<file path="config.mk">
export PLATFORM = sky130hd
export DESIGN_NAME = mem_resp_queue
export DESIGN_NICKNAME = d
export VERILOG_FILES = /design/src/rtl/test_mem_server_mem_resp_queue.sv
export SDC_FILE = /design/constraint.sdc
export NUM_CORES = 1
export LEC_CHECK = 0
export CAP_MARGIN = 20
export CELL_PAD_IN_SITES_DETAIL_PLACEMENT = 1
export CELL_PAD_IN_SITES_GLOBAL_PLACEMENT = 1
export CORE_ASPECT_RATIO = 1.75
export CORE_MARGIN = 2
export CORE_UTILIZATION = 45
export CTS_BUF_LIST = sky130_fd_sc_hd__clkbuf_8
export CTS_CLUSTER_DIAMETER = 60
export DETAILED_ROUTE_END_ITERATION = 7
export PLACE_DENSITY_LB_ADDON = 0.12
export SLEW_MARGIN = 20
export SYNTH_ARGS = -nofsm -noshare
export SYNTH_HDL_FRONTEND = slang
export SYNTH_SLANG_ARGS = --single-unit
</file>
<file path="constraint.sdc">
create_clock -name clk -period 5.3 [get_ports clk]
set_input_delay 1.06 -clock clk [delete_from_list [all_inputs] [get_ports clk]]
set_output_delay 1.06 -clock clk [all_outputs]
set_load 0.02 [all_outputs]
</file>
<file path="src/rtl/test_mem_server_mem_resp_queue.sv">
// Circular response FIFO of p_depth entries with valid/ready on both sides.
// Latency: an entry enqueued at an edge is visible at the head the following cycle.
// Backpressure: enq_rdy drops when full; the head and deq_dat hold while deq_rdy is low.
module mem_resp_queue #(
    parameter int p_depth = 4,
    parameter int p_width = 8
) (
    input  logic               clk,
    input  logic               rst,
    input  logic               enq_vld,
    output logic               enq_rdy,
    input  logic [p_width-1:0] enq_dat,
    output logic               deq_vld,
    input  logic               deq_rdy,
    output logic [p_width-1:0] deq_dat,
    output logic               full,
    output logic               empty
);
    localparam int PW = (p_depth > 1) ? $clog2(p_depth) : 1;
    localparam int CW = $clog2(p_depth + 1);

    logic [p_width-1:0] buf_q [p_depth];
    logic [PW-1:0]      wr_ptr_q, wr_ptr_d, rd_ptr_q, rd_ptr_d;
    logic [CW-1:0]      cnt_q, cnt_d;
    logic               enq_fire, deq_fire;

    function automatic logic [PW-1:0] ptr_next(input logic [PW-1:0] p);
        return (p == PW'(p_depth - 1)) ? '0 : p + PW'(1);
    endfunction

    assign full     = (cnt_q == CW'(p_depth));
    assign empty    = (cnt_q == '0);
    assign enq_rdy  = !full;
    assign deq_vld  = !empty;
    assign enq_fire = enq_vld && enq_rdy;
    assign deq_fire = deq_vld && deq_rdy;
    // Empty queue presents zero so the response bus is clean after reset.
    assign deq_dat  = empty ? '0 : buf_q[rd_ptr_q];

    always_comb begin
        wr_ptr_d = enq_fire ? ptr_next(wr_ptr_q) : wr_ptr_q;
        rd_ptr_d = deq_fire ? ptr_next(rd_ptr_q) : rd_ptr_q;
        cnt_d    = cnt_q + CW'(enq_fire) - CW'(deq_fire);
    end

    always_ff @(posedge clk) begin
        if (rst) begin
            wr_ptr_q <= '0;
            rd_ptr_q <= '0;
            cnt_q    <= '0;
        end else begin
            wr_ptr_q <= wr_ptr_d;
            rd_ptr_q <= rd_ptr_d;
            cnt_q    <= cnt_d;
        end
    end

    always_ff @(posedge clk) begin
        if (enq_fire) begin
            buf_q[wr_ptr_q] <= enq_dat;
        end
    end

endmodule

</file>
## Yosys cells after proc, flatten, opt, wreduce, memory -nomap -nowiden

Memories as Yosys holds them, arrays and structs flattened. A register that Yosys moved wholly into a read port is not among the register bits.
Index checks and enable logic that the tools add are counted.
Widths: inputs -> output; s select.

| operators by class | value |
|---|---|
| $add $sub $neg | 4 |
| eq/ne operators | 3 |
| muxes and demuxes | 7 |
| reductions and logical operators | 5 |

Operator list:

| cell | count |
|---|---|
| $mux 2 | 4 |
| $mux 8 | 1 |
| $add 2x1->2 const B | 2 |
| $eq 2x2->1 const B | 2 |
| $add 3x1->3 | 1 |
| $eq 3x3->1 const B | 1 |
| $logic_not 3->1 | 1 |
| $sub 3x1->3 | 1 |
| $logic_and 1x1->1 | 2 |
| $logic_not 1->1 | 2 |
| $mux 1 | 2 |

| storage, ports and cells | value |
|---|---|
| flip-flop bits (word level) | 7 |
| bits in writable memories | 32 |
| output and inout bits | 12 |
| memories | 1 |

Memory list:

| memory | depth | bits a word | rd ports | clocked after Yosys merged registers in | wr ports | line | source |
|---|---|---|---|---|---|---|---|
| buf_q | 4 | 8 | 1 | 1 | 1 | 22 | `logic [p_width-1:0] buf_q [p_depth];` |

## Longest topological paths before layout

Gate-level depths: netlist of run 1.

| depth | value |
|---|---|
| depth after elaboration | 5 |
| mapped depth | 11 |
| depth with buffers taken out | 10 |

## Worst setup path after synthesis of run 1

OpenSTA, ideal clock, no wires.

| timing path | value |
|---|---|
| kind | reg-to-output |
| start point | reg cnt_q[2] |
| end point | out deq_dat[0] |
| data arrival time | 1.522 ns |
| setup slack | 2.718 ns |
| stages on the path, launching flop included | 3 |
| path through | dfxtp_1 -> nor3_1 -> and2b_1 |

| between the ends | value |
|---|---|
| longest elaborated chain between the ends | 2 |

Ends and longest elaborated chain:

| element | line | source |
|---|---|---|
| start: declaration | 24 | `logic [CW-1:0] cnt_q, cnt_d;` |
| start signal: assignment | 54 | `cnt_q <= cnt_d;` |
| $logic_not 3->1 | 32 | `assign empty = (cnt_q == '0);` |
| net empty | 17 | `output logic empty` |
| $mux 8 | 38 | `assign deq_dat = empty ? '0 : buf_q[rd_ptr_q];` |
| end: declaration | 15 | `output logic [p_width-1:0] deq_dat,` |

The timed path passes the listed nets, and every way through them passes these cells.

==> results of run 1 <==
state kept, by name, indices dropped and copies added (netlist names), named ones only:
name / cells
cnt_q: 3
buf_q: 32
wr_ptr_q: 2
rd_ptr_q: 2
Yosys cell counts (all sizes together), types with 4 or more instances:
cell,number,area share [%]
edfxtp,32,56
dfxtp,9,11
inv,9,2.0
mux4,8,11
ha,7,5.1
and2b,5,2.2
nor2b,5,1.8
and3,4,1.8
layer usage:
layer	routed length (um)	up-vias	global-route usage, %
li1	-	426	-
met2	1630	22	28.0
met5	0	-	0
met1	1090	443	18.1
met4	54	0	6.63
met3	125	6	5.28
worst max-delay path by stage:
stage	slack, ns	cells after the start	to
after detailed placement	2.05	10	cnt_q[2]
after global routing	1.85	3	deq_dat[6]
after CTS	1.84	3	deq_dat[4]
after global placement	2.11	10	cnt_q[2]
final	2.02	3	deq_dat[1]
after floorplan	2.72	2	deq_dat[0]
worst max-delay path, delay by kind of cell (launching register included):
family                 cells  cell delay [ns]
flip-flops                 1             0.66
multiplexers               1             0.57
buffers and inverters      1             0.56
AND/OR/NAND/NOR            1             0.14
area by class of cell:
| type | instances | area [sq um] | share of cell area [%] |
|---|---|---|---|
| clock buffer | 5 | 68.8 | 3.31 |
| clock inverter | 3 | 38.8 | 1.86 |
| inverter | 9 | 33.8 | 1.62 |
| multi-input combinational | 48 | 512 | 24.6 |
| sequential | 41 | 1140 | 54.8 |
| tap | 46 | 57.6 | 2.76 |
| timing repair buffer | 23 | 230 | 11.1 |
report_power, final:
| part | switching [mW] | internal (mW) |
|---|---|---|
| combinational | 0.161 | 0.180 |
| clock | 0.100 | 0.138 |
| sequential | 0.0364 | 0.392 |
per-stage QoR:
stage	hold slack [ns]	utilization, %	std cells	power (mW)
2_1_floorplan	0.456	-	101	0.645
3_3_place_gp	0.479	54.3	167	0.768
3_5_place_dp	0.521	54.3	167	0.782
4_1_cts	0.531	57.2	175	1.02
5_1_grt	0.590	57.4	175	1.07
6_report	0.527	57.4	175	1.01
logic make-up (layout without fill, tap and decap cells):
logic type / after synthesis / count (layout)
flip-flops: 41 / 41
multiplexers: 9 / 9
buffers and inverters: 12 / 40
AND/OR/NAND/NOR: 24 / 24
AO/OA/AOI/OAI: 5 / 5
adder cells (fa/ha/maj): 8 / 8
XOR/XNOR: 2 / 2
==> results.txt, run 1 <==
Max_cap viols = 0
Die Width = 50.5 um
Capturing element type of the critical path = primary output
H-tree Lvls = 2
Post-Synth Adder-Cell Area = 6.32%
Final hold vios = 0
1st-iter DRT viols = 15
# fillers = 346
Via count = 897
Drt first pass iters = 4
Status = complete, no violations
Synth warnings = 0
Post-CTS Resized = 0
Gr usage total = 16.2%
Simple-gate share of the synthesized area = 9.04%
Setup Crit Path Kind = reg -> out
Finish-stage setup viols = 0
Largest net degree at the start of global routing = 14
Final period util = 62.0%
Reg clk slew, reported paths = 0.07 ns
Vias in the first global route = 1004
First-pass GRT wire length = 4970 um
Max clock buf depth = 2
Place WS = 2.05 ns
RSZ-0062 raised after global routing = false
Slowest library cell on the worst path = dfxtp_1
Clk_skew = 0.00501 ns
Mapped Nets = 121
CP max FO = 8
Flop-to-flop setup slack = 2.87 ns
Hold Path Origin = rd_ptr_q[0]
Synthesized area = 1700 sq um
Sink Count = 41
Most frequent cells in the layout = edfxtp_1, clkdlybuf4s50_1, inv_1, dfxtp_1, mux4_2
Slowest stage delay, CP = 0.66 ns
Clk_lat worst skew = 0.29 ns
Post-synthesis async set-or-reset flop share = 0%
Layout cells sized above 1 = 17.1%
Routed WL = 2910 um
Cells after Synth = 101
Yosys reg bits = 41
Count of cell types in the netlist = 25
Synth Area per Inst = 16.8 sq um
Worst EP required = 4.24 ns
CTS Hold Bufs = 0
Critical R2R Launch = cnt_q[2]
Data arrival, critical path = 2.22 ns
Mux share of post-synthesis cell area = 11.2%
CP startpoint kind = register
Drt drc = 0
Worst Reg-to-Reg Cells = 10
Setup_tns = 0 ns
Initial cell density of the core = 46.9%
CTS tree = yes
Cell Rows = 29
N_diodes = 0
Crit path time final = 3.28 ns
CTS buffer count = 5
Io pins = 24
Cell Pwr Density = 484 nW/um^2
Critical register-to-register path endpoint = cnt_q[2]
Post-route cell area = 2080 sq um
Hold Path Depth = 2
XOR/XNOR Fraction of Synth Area = 1.03%
Final Slew Violations = 0
Max-slew headroom at the worst pin = 57.9%
Commonest non-fill, non-tap cell in the layout = edfxtp_1
DP HPWL = 2140 um
Peak VDD IR = 0.327 mV
Post-synth EDFFs = 32
Hold/Removal Path Class = reg -> reg
CTS Root Cell = clkbuf_8
Seq/Total Area, Yosys = 67.1%
Setup ws final = 2.02 ns
Largest family of logic cells by synthesized area = multiplexers
DR vias/cell = 5.13
Fin nets = 148
Total global routing overflow = 0
Initial antenna violation count = 0
Complex-gate fraction of the synthesized area = 2.21%
Core box area = 3630 sq um
Worst slew pin tran = 0.627 ns
Drt wl/cell = 16.6 um
Die ar. = 4310 sq um
Post-CTS Setup Inserts = 0
GP Congestion = 0.688
Routed Antenna Nets = 0
Area grow syn2layout = 22.4%
Placed Area = 1970 sq um
Leakage = 0.765 nW
Primary FF master, synth = edfxtp_1
Fmax = 305 MHz
CP cell instances = mux4_2, nor2b_1, clkdlybuf4s50_1
Die Y = 85.3 um
I/O Buffers = 23
(Power assumes the default switching activity.)
==> run 2: changes to the inputs <==
--- a/config.mk
+++ b/config.mk
@@ -10,7 +10,7 @@
 export CELL_PAD_IN_SITES_GLOBAL_PLACEMENT = 1
 export CORE_ASPECT_RATIO = 1.75
 export CORE_MARGIN = 2
-export CORE_UTILIZATION = 45
+export CORE_UTILIZATION = 42
 export CTS_BUF_LIST = sky130_fd_sc_hd__clkbuf_8
 export CTS_CLUSTER_DIAMETER = 60
 export DETAILED_ROUTE_END_ITERATION = 7
==> constraint.sdc (replaced) <==
create_clock -name clk -period 2.95 [get_ports clk]
set_input_delay 0.59 -clock clk [delete_from_list [all_inputs] [get_ports clk]]
set_output_delay 0.59 -clock clk [all_outputs]
set_load 0.02 [all_outputs]
==> run 2 against run 1 <==
Die area grew 6.7%. Final cell count grew 2.3%. Worst setup slack lost 1.7 ns. Critical path depth grew 1. Count of clock-buffer cells in the layout grew 1. Via count shrank 0.78%. Critical path type unchanged.
==> results.txt, run 2 (synthesis results as in run 1) <==
Post-CTS Resized = 0 (unchanged)
Sw Pwr = 519 uW (+74%)
Data arrival, critical path = 2.02 ns (-0.20 ns)
Fin nets = 150 (+1.4%)
Crit path time final = 2.61 ns
Logic gate share of total power = 37.0% (+3.1 points)
Biggest register = buf_q
# fillers = 392 (+13%)
Max clock buf depth = 2 (unchanged)
Busiest grt layer = met2
Place WS = 0.173 ns (-1.88 ns)
Met2 GRT Util = 25.1% (-2.9 points)
CTS Hold Bufs = 0 (unchanged)
Clk_lat worst skew = 0.28 ns (about the same)
Max_cap viols = 0 (unchanged)
Cell Rows = 30 (+3.4%)
Int Power = 1.23 mW (+73%)
Final hold vios = 0 (unchanged)
Fmax = 384 MHz
Most frequent cells in the layout = edfxtp_1, clkdlybuf4s50_1, inv_1, dfxtp_1, mux4_2
I/O Buffers = 23 (unchanged)
CP max FO = 8 (unchanged)
Reg clk slew, reported paths = 0.07 ns (about the same)
Worst EP required = 2.36 ns (-1.88 ns)
Area grow syn2layout = 22.1%
CP startpoint kind = register
Flop-to-flop setup slack = 0.57 ns (-2.30 ns)
Initial cell density of the core = 44.0% (-2.9 points)
Largest net degree at the start of global routing = 13 (-1)
Commonest non-fill, non-tap cell in the layout = edfxtp_1
Layout cells sized above 1 = 16.8% (-0.26 points)
CTS buffer count = 5 (unchanged)
Routed WL = 2750 um (-5.4%)
Hold Path Depth = 2 (unchanged)
Die Width = 52.1 um (+3.2%)
CTS tree = yes
Biggest regs = buf_q: 32 flops, cnt_q: 3 flops
Clock share of power = 20.0% (-3.6 points)
Via count = 890 (-0.78%)
Peak VDD IR = 0.389 mV (+19%)
Hold/Removal Path Class = reg -> reg
GR Layer Usage met1 = 15.4% (-2.7 points)
Post-CTS Setup Inserts = 0 (unchanged)
Leakage = 0.768 nW (+0.39%)
Worst Reg-to-Reg Cells = 9 (-1)
H-tree Lvls = 2 (unchanged)
DR vias/cell = 4.97 (-3.0%)
Final period util = 88.3%
Setup Crit Path Kind = reg -> out
GR Util met3 = 3.07% (-2.2 points)
First-pass GRT wire length = 4530 um (-8.8%)
Placed Instances = 171 (+2.4%)
Hold Slack = 0.527 ns (-0.0000920 ns)
Status = complete, no violations
Layout Cells excl Fill = 179 (+2.3%)
Sink Count = 41 (unchanged)
Finish-stage setup viols = 0 (unchanged)
Core box area = 3870 sq um (+6.6%)
Clk_skew = 0.00455 ns (-0.000456 ns)
Initial antenna violation count = 0 (unchanged)
Worst slew pin tran = 0.599 ns (-0.0283 ns)
Drt first pass iters = 3 (-1)
Die Y = 88.2 um (+3.3%)
Total global routing overflow = 0 (unchanged)
Die ar. = 4600 sq um (+6.7%)
Io pins = 24 (unchanged)
RSZ-0062 raised after global routing = false
Power Total = 1.74 mW (+73%)
CTS Root Cell = clkbuf_8
Final Slew Violations = 0 (unchanged)
Post-route cell area = 2080 sq um (-0.24%)
DP HPWL = 2030 um (-5.0%)
Core Util, Final = 53.7% (-3.7 points)
Cell Pwr Density = 840 nW/um^2 (+74%)
Drt wl/cell = 15.4 um (-7.5%)
GP Congestion = 0.637 (-7.4%)
Vias in the first global route = 973 (-3.1%)
Placed Area = 1990 sq um (+0.89%)
Drt drc = 0 (unchanged)
N_diodes = 0 (unchanged)
Routed Antenna Nets = 0 (unchanged)
Gr usage total = 14.2% (-2.1 points)
1st-iter DRT viols = 9 (-6)
Setup_tns = 0 ns (unchanged)
Capturing element type of the critical path = primary output
Switching share of total power = 29.7% (+0.20 points)
Max FFs per register = 32 (unchanged)
Setup ws final = 0.345 ns (-1.67 ns)
Max-slew headroom at the worst pin = 59.7% (+1.8 points)
Part of the power in registers = 43.0% (+0.5 points)
[run 2: cell types whose count changed in the layout (fill, tap and decap cells not counted)]
cell / before / now
buf_4: 0 / 2
bufinv_16: 1 / 0
clkbuf_8: 5 / 6
clkinv_2: 1 / 0
inv_1: 10 / 11
nor3_1: 1 / 2
nor3_2: 1 / 0
[run 2: per-layer routing]
metal	up-vias	share of wire [%]
met5	-	0
met4	0	2.3
met3	6	4.1
met2	22	55
met1	433	39
li1	429	-
[run 2: worst max-delay path, cell delays in order, from the launching register on]
cell and delay (ns):
dfxtp_1 0.31, buf_4 0.20, mux4_2 0.51, and2b_1 0.17
clkdlybuf4s50_1 0.53
[run 2: power groups by stage]
stage | Combinational [mW] | Sequential, mW | Clock (mW)
2_1_floorplan | 0.418 | 0.742 | 0
4_1_cts | 0.667 | 0.750 | 0.360
3_3_place_gp | 0.645 | 0.755 | 0
6_report | 0.646 | 0.749 | 0.349
3_5_place_dp | 0.665 | 0.762 | 0
5_1_grt | 0.712 | 0.757 | 0.377
[run 2: final cells by class]
class                           instances  area [sq um]  share of cell area [%]
Tap cell                               48          60.1                    2.89
Sequential cell                        41          1140                    54.9
Timing Repair Buffer                   25           245                    11.8
Inverter                                9          33.8                    1.63
Multi-Input combinational cell         48           507                    24.4
Clock inverter                          2          7.51                   0.361
Clock buffer                            6          82.6                    3.98
[run 2: worst paths after layout]
check,start,to
hold reg to reg,rd_ptr_q[0],register
hold / removal,rd_ptr_q[0],register
setup / recovery,register,deq_dat[0]
setup reg to reg,cnt_q[1],cnt_q[2]
